===== src/rtl/scan_ctrl_7seg.sv =====
`default_nettype none
// +--------------------------------------------------------------------------+
// | Module      : scan_ctrl_7seg                                             |
// | Description : 4-digit common-anode 7-segment scan controller with        |
// |               per-slot PWM dimming, leading-zero blanking and a          |
// |               double-buffered valid/ready write port.                    |
// | Revision    : 1.0 - initial release                                      |
// +--------------------------------------------------------------------------+
module scan_ctrl_7seg #(
  parameter int TICK_DIV = 50000
) (
  input  logic        clk,
  input  logic        reset,
  input  logic        enable,
  input  logic        blank_lz,
  input  logic [3:0]  brightness,
  input  logic        wr_valid,
  input  logic [15:0] wr_data,
  output logic        wr_ready,
  output logic [3:0]  anode,
  output logic [6:0]  seg,
  output logic        frame_done
);

  // The slot counter is split into a sub-phase counter and a 4-bit PWM phase
  // so that phase = cnt/SUB never needs a real divider (SUB need not be 2^n).
  localparam int SUB = TICK_DIV / 16;
  localparam int SW  = $clog2(SUB);
  localparam logic [SW-1:0] SUB_LAST = SW'(SUB - 1);

  logic [SW-1:0] sub_q;
  logic [3:0]    phase_q;
  logic [1:0]    digit_q;
  logic [3:0]    bright_q;
  logic [15:0]   active_q;
  logic [15:0]   pend_q;
  logic          pend_full_q;
  logic [3:0]    anode_q;
  logic [6:0]    seg_q;
  logic          frame_done_q;

  logic          slot_start;
  logic          boundary;
  logic          xfer;
  logic [3:0]    nib;
  logic          blank;
  logic          lit;
  logic [3:0]    anode_d;
  logic [6:0]    seg_d;

  assign wr_ready   = ~pend_full_q;
  assign anode      = anode_q;
  assign seg        = seg_q;
  assign frame_done = frame_done_q;

  // Slot/frame position decode, transfer condition and digit selection.
  always_comb begin
    slot_start = (sub_q == '0) && (phase_q == 4'h0);
    boundary   = enable && (sub_q == SUB_LAST) && (phase_q == 4'hF) && (digit_q == 2'd3);
    xfer       = pend_full_q && (!enable || boundary);
    nib        = 4'h0;
    blank      = 1'b0;
    case (digit_q)
      2'd0: begin nib = active_q[3:0];   blank = 1'b0;                    end
      2'd1: begin nib = active_q[7:4];   blank = (active_q[15:4]  == '0); end
      2'd2: begin nib = active_q[11:8];  blank = (active_q[15:8]  == '0); end
      default: begin nib = active_q[15:12]; blank = (active_q[15:12] == '0); end
    endcase
    blank = blank && blank_lz;
    lit   = enable && !blank && (phase_q <= bright_q);
  end

  // Active-low segment decode with 'E' for non-BCD codes, then lit gating.
  always_comb begin
    case (nib)
      4'd0:    seg_d = 7'b0000001;
      4'd1:    seg_d = 7'b1001111;
      4'd2:    seg_d = 7'b0010010;
      4'd3:    seg_d = 7'b0000110;
      4'd4:    seg_d = 7'b1001100;
      4'd5:    seg_d = 7'b0100100;
      4'd6:    seg_d = 7'b0100000;
      4'd7:    seg_d = 7'b0001111;
      4'd8:    seg_d = 7'b0000000;
      4'd9:    seg_d = 7'b0000100;
      default: seg_d = 7'b0110000;
    endcase
    anode_d = ~(4'b0001 << digit_q);
    if (!lit) begin
      seg_d   = 7'b1111111;
      anode_d = 4'b1111;
    end
  end

  // Scan position: held at slot 0/digit 0 while disabled, else free-running.
  always_ff @(posedge clk) begin
    if (!reset) begin
      sub_q    <= '0;
      phase_q  <= 4'h0;
      digit_q  <= 2'd0;
      bright_q <= 4'h0;
    end else begin
      if (!enable) begin
        sub_q   <= '0;
        phase_q <= 4'h0;
        digit_q <= 2'd0;
      end else if (sub_q == SUB_LAST) begin
        sub_q   <= '0;
        phase_q <= phase_q + 4'd1;
        if (phase_q == 4'hF) begin
          digit_q <= digit_q + 2'd1;
        end
      end else begin
        sub_q <= sub_q + SW'(1);
      end
      if (enable && slot_start) begin
        bright_q <= brightness;
      end
    end
  end

  // Double buffer: accept into pending, move to active at frame boundary.
  always_ff @(posedge clk) begin
    if (!reset) begin
      active_q    <= 16'h0000;
      pend_q      <= 16'h0000;
      pend_full_q <= 1'b0;
    end else if (xfer) begin
      active_q    <= pend_q;
      pend_full_q <= 1'b0;
    end else if (wr_valid && !pend_full_q) begin
      pend_q      <= wr_data;
      pend_full_q <= 1'b1;
    end
  end

  // Registered display outputs and frame pulse.
  always_ff @(posedge clk) begin
    if (!reset) begin
      anode_q      <= 4'b1111;
      seg_q        <= 7'b1111111;
      frame_done_q <= 1'b0;
    end else begin
      anode_q      <= anode_d;
      seg_q        <= seg_d;
      frame_done_q <= boundary;
    end
  end

endmodule
`default_nettype wire


===== config.mk =====
export PLATFORM = sky130hd
export DESIGN_NAME = scan_ctrl_7seg
export DESIGN_NICKNAME = d
export VERILOG_FILES = /design/src/rtl/scan_ctrl_7seg.sv
export SDC_FILE = /design/constraint.sdc
export NUM_CORES = 1
export LEC_CHECK = 0
export CORE_UTILIZATION = 57
export CTS_BUF_LIST = sky130_fd_sc_hd__clkbuf_2 sky130_fd_sc_hd__clkbuf_4 sky130_fd_sc_hd__clkbuf_8
export DETAILED_ROUTE_END_ITERATION = 10
export PLACE_DENSITY = 0.83
export SETUP_SLACK_MARGIN = 0.5
export SLEW_MARGIN = 20
export SYNTH_ARGS = -nofsm -noshare
export SYNTH_HDL_FRONTEND = slang
export SYNTH_SLANG_ARGS = --single-unit
export TNS_END_PERCENT = 10

===== constraint.sdc =====
create_clock -name clk -period 2.65 [get_ports clk]
set_input_delay 0.6625 -clock clk [delete_from_list [all_inputs] [get_ports clk]]
set_output_delay 0.6625 -clock clk [all_outputs]
set_load 0.01 [all_outputs]

==> results.yml <==
setup_path:
  required_ps: 2880
  r2r_cells: 11
  start_kind: "flop"
  critPathMaxFanout: 5
  worstSetupEndpointType: "flop"
  crit_arrival_ps: 2430
  critPathKind: "reg2reg"
  reg2reg_from: "digit_q[1]"
  ff2ff_setup_slack_ps: 450
  reg2reg_to: "seg[2]"
sta:
  finalCriticalPeriod_ps: 2197
  period_share: 0.8289
  worst_slew_pin_slew_ps: 538.7
  fmaxAchievable_mhz: 455.3
  fin_worst_skew_ps: 9.230
  setup_viol: 0
  slew_violations: 0
  hold_viol_final: 0
  relSlewSlack: 0.6337
  grt_setup_unrepaired: "yes"
  fin_setup_tns_ps: 0
synth:
  synthArstFlopShare: 0
  synth.avg_cell_area_sq_um: 8.816
  yosys_warnings: 0
  synth_enable_flop_cells: 0
  synth_seq_cells: 67
  yosysSeqAreaShare: 0.4397
  syn-num-nets: 390
  synthTopCellsByCount: "dfxtp_1, nand2_1, o21ai_0"
  syn_area_sq_um: 3050
  ys.flop_type: "dfxtp_1"
  synthMostInstantiatedCell: "dfxtp_1"
  yosysTopAreaCell: "dfxtp_1"
  synth.area.top_cells: "dfxtp_1, nand2_1, ha_1"
  synth_top_area_share: 0.4397
  ys_types: 35
  syn_inst: 346
drt:
  vias_per_cell: 5.312
  antenna_left: 0
  routed_wirelength_mm: 6.240
  drt_pass1_iterations: 4
  routedWlPerCell_um: 13.42
  drtIter0Drc: 137
  drcViolationCount: 0
  routed-via-count: 2470
global_route:
  antenna_found_initial: 0
  grt_pass1_vias: 2208
  grt.total_usage: 0.2349
  grt_max_degree: 55
  grt_pass1_wl_mm: 9.798
  overflow: 0
pwr:
  p_clk_frac: 0.403
  leakage_nw: 1.461
  power_mw: 2.085
  vdd_drop_max_mv: 0.3941
  switching_share: 0.2261
  p_switching_uw: 471.5
  power_frac_comb: 0.089
  seqPwrFrac: 0.507
  p_int_mw: 1.614
  power.density_nw_per_um2: 545.5
floorplanning:
  rows: 26
  die-area_sq_um: 5648
  placeableCoreArea_sq_um: 5140
  ios: 38
  fp.dieW_um: 75.16
  start_util: 0.5935
  die_h_um: 75.16
run:
  max-cap-violations: 0
clocking:
  cts_tree: "yes"
  clockBufferDepth: 2
  postCtsHoldBufs: 0
  clk_latency_ps: 340
  cts.root.buffer_cell: "clkbuf_8"
  h-tree-depth: 3
  cts_made_buffers: 9
  numClockSinks: 67
  clkTransAtPathRegs_ps: 70
min_path:
  hp-start: "active_q[3]"
  whs_path_depth: 2
  worstHoldEndpoint: "active_q[3]"
  hold_path.class: "reg2reg"
layout:
  layout-drive-gt1-share: 0.1316
  multi_input_area_sq_um: 1644
  syn_to_final_growth_pct: 25.31
  regArea_sq_um: 1349
  post-route-util: 0.7437
  fillers: 398
  fin_nets: 435
  diodes: 0
placed_design:
  place_hpwl_mm: 4.136
  gp_congestion: 0.8305
  portBuffers: 37
status:
  status: "completed"
-- layer usage --
| layer | track usage | up-vias | share of wire |
|---|---|---|---|
| met4 | 0.1420 | 0 | 0.024 |
| li1 | - | 1261 | - |
| met3 | 0.04418 | 15 | 0.042 |
| met5 | 0 | - | 0 |
| met2 | 0.3814 | 70 | 0.48 |
| met1 | 0.2907 | 1124 | 0.46 |
-- cell usage in the layout (no fill, tap or decap), types with 3 or more instances in the layout --
master,synthesis,routed
nor4_1,5,5
nand4_1,7,7
ha_4,0,4
buf_4,1,13
nor2b_1,8,8
dfxtp_1,67,65
and4_1,3,3
o21ai_0,24,22
clkbuf_8,0,11
clkdlybuf4s50_1,0,37
nor2_1,22,22
inv_1,18,15
nand3_1,23,23
xnor2_1,5,5
a21boi_0,16,16
a21oi_1,5,4
mux2i_1,12,10
xor2_1,9,9
nand2_1,64,64
ha_1,19,14
o21ai_1,3,5
-- cell type report --
class / count / area share
multi-input cells: 245 / 0.4301
flip-flops and latches: 67 / 0.3529
repair buffers: 50 / 0.1224
clock buffers: 11 / 0.03961
well taps: 70 / 0.02291
inverters: 18 / 0.01899
clock inverters: 4 / 0.01309
-- repair_timing --
item | 4_1_cts | 5_1_grt
buffers inserted | 2 | 6
endpoints found under the setup margin | 3 | 4
pin swaps | 0 | 7
resized for setup | 14 | 11
-- critical path, cell delays in order, from the launching register on --
cell	delay (ps)
dfxtp_4	370
inv_4	50
ha_4	170
a22oi_2	160
nand2_1	100
mux2_4	300
ha_4	170
buf_4	130
buf_4	120
mux2i_1	180
o21ai_1	100
a21bo_2	230
-- cell families (layout without fill, tap and decap cells) --
kind of cell,Yosys count,in the layout,share of synthesized area
simple gates,140,140,0.2199
flops,67,67,0.4397
compound gates,57,57,0.1226
buf+inv,34,83,0.04922
fa+ha+maj,19,19,0.07793
mux,15,15,0.05045
xor+xnor,14,14,0.04020
-- registers in the layout, indices dropped and copies added, names as in the netlist --
name / count
anode: 4
pend_q: 16
digit_q: 2
sub_q: 12
seg: 7
bright_q: 4
pend_full_q: 1
frame_done: 1
phase_q: 4
active_q: 16
-- power by group through the flow --
stage / combinational (mW) / sequential, mW / clock (mW)
2_1_floorplan: 0.100 / 1.08 / 0
3_3_place_gp: 0.178 / 1.08 / 0
3_5_place_dp: 0.182 / 1.08 / 0
4_1_cts: 0.184 / 1.06 / 0.853
5_1_grt: 0.208 / 1.06 / 0.901
6_report: 0.186 / 1.06 / 0.841
-- how the worst max path moves through the flow --
| stage | from | end | slack [ps] | depth (start not counted) |
|---|---|---|---|---|
| finish | digit_q[1] | seg[2] | 450 | 11 |
| floorplan | digit_q[1] | seg[2] | 500 | 10 |
| global route | digit_q[1] | seg[2] | 390 | 11 |
| detailed placement | digit_q[1] | seg[2] | 300 | 10 |
| global placement | digit_q[1] | seg[2] | 400 | 10 |
| CTS | digit_q[1] | seg[2] | 510 | 10 |
-- through the flow --
step	hold slack, ps	instance area (sq um)	cells	worst slack, ps
after floorplan	435.3	3057	346	501.3
after global placement	448.2	3468	442	395.5
after detailed placement	451.8	3468	442	295.2
after CTS	460.0	3735	459	508.1
after global routing	488.8	3822	465	394.4
final	455.7	3822	465	453.4
Power figures use the tool's default switching activity.
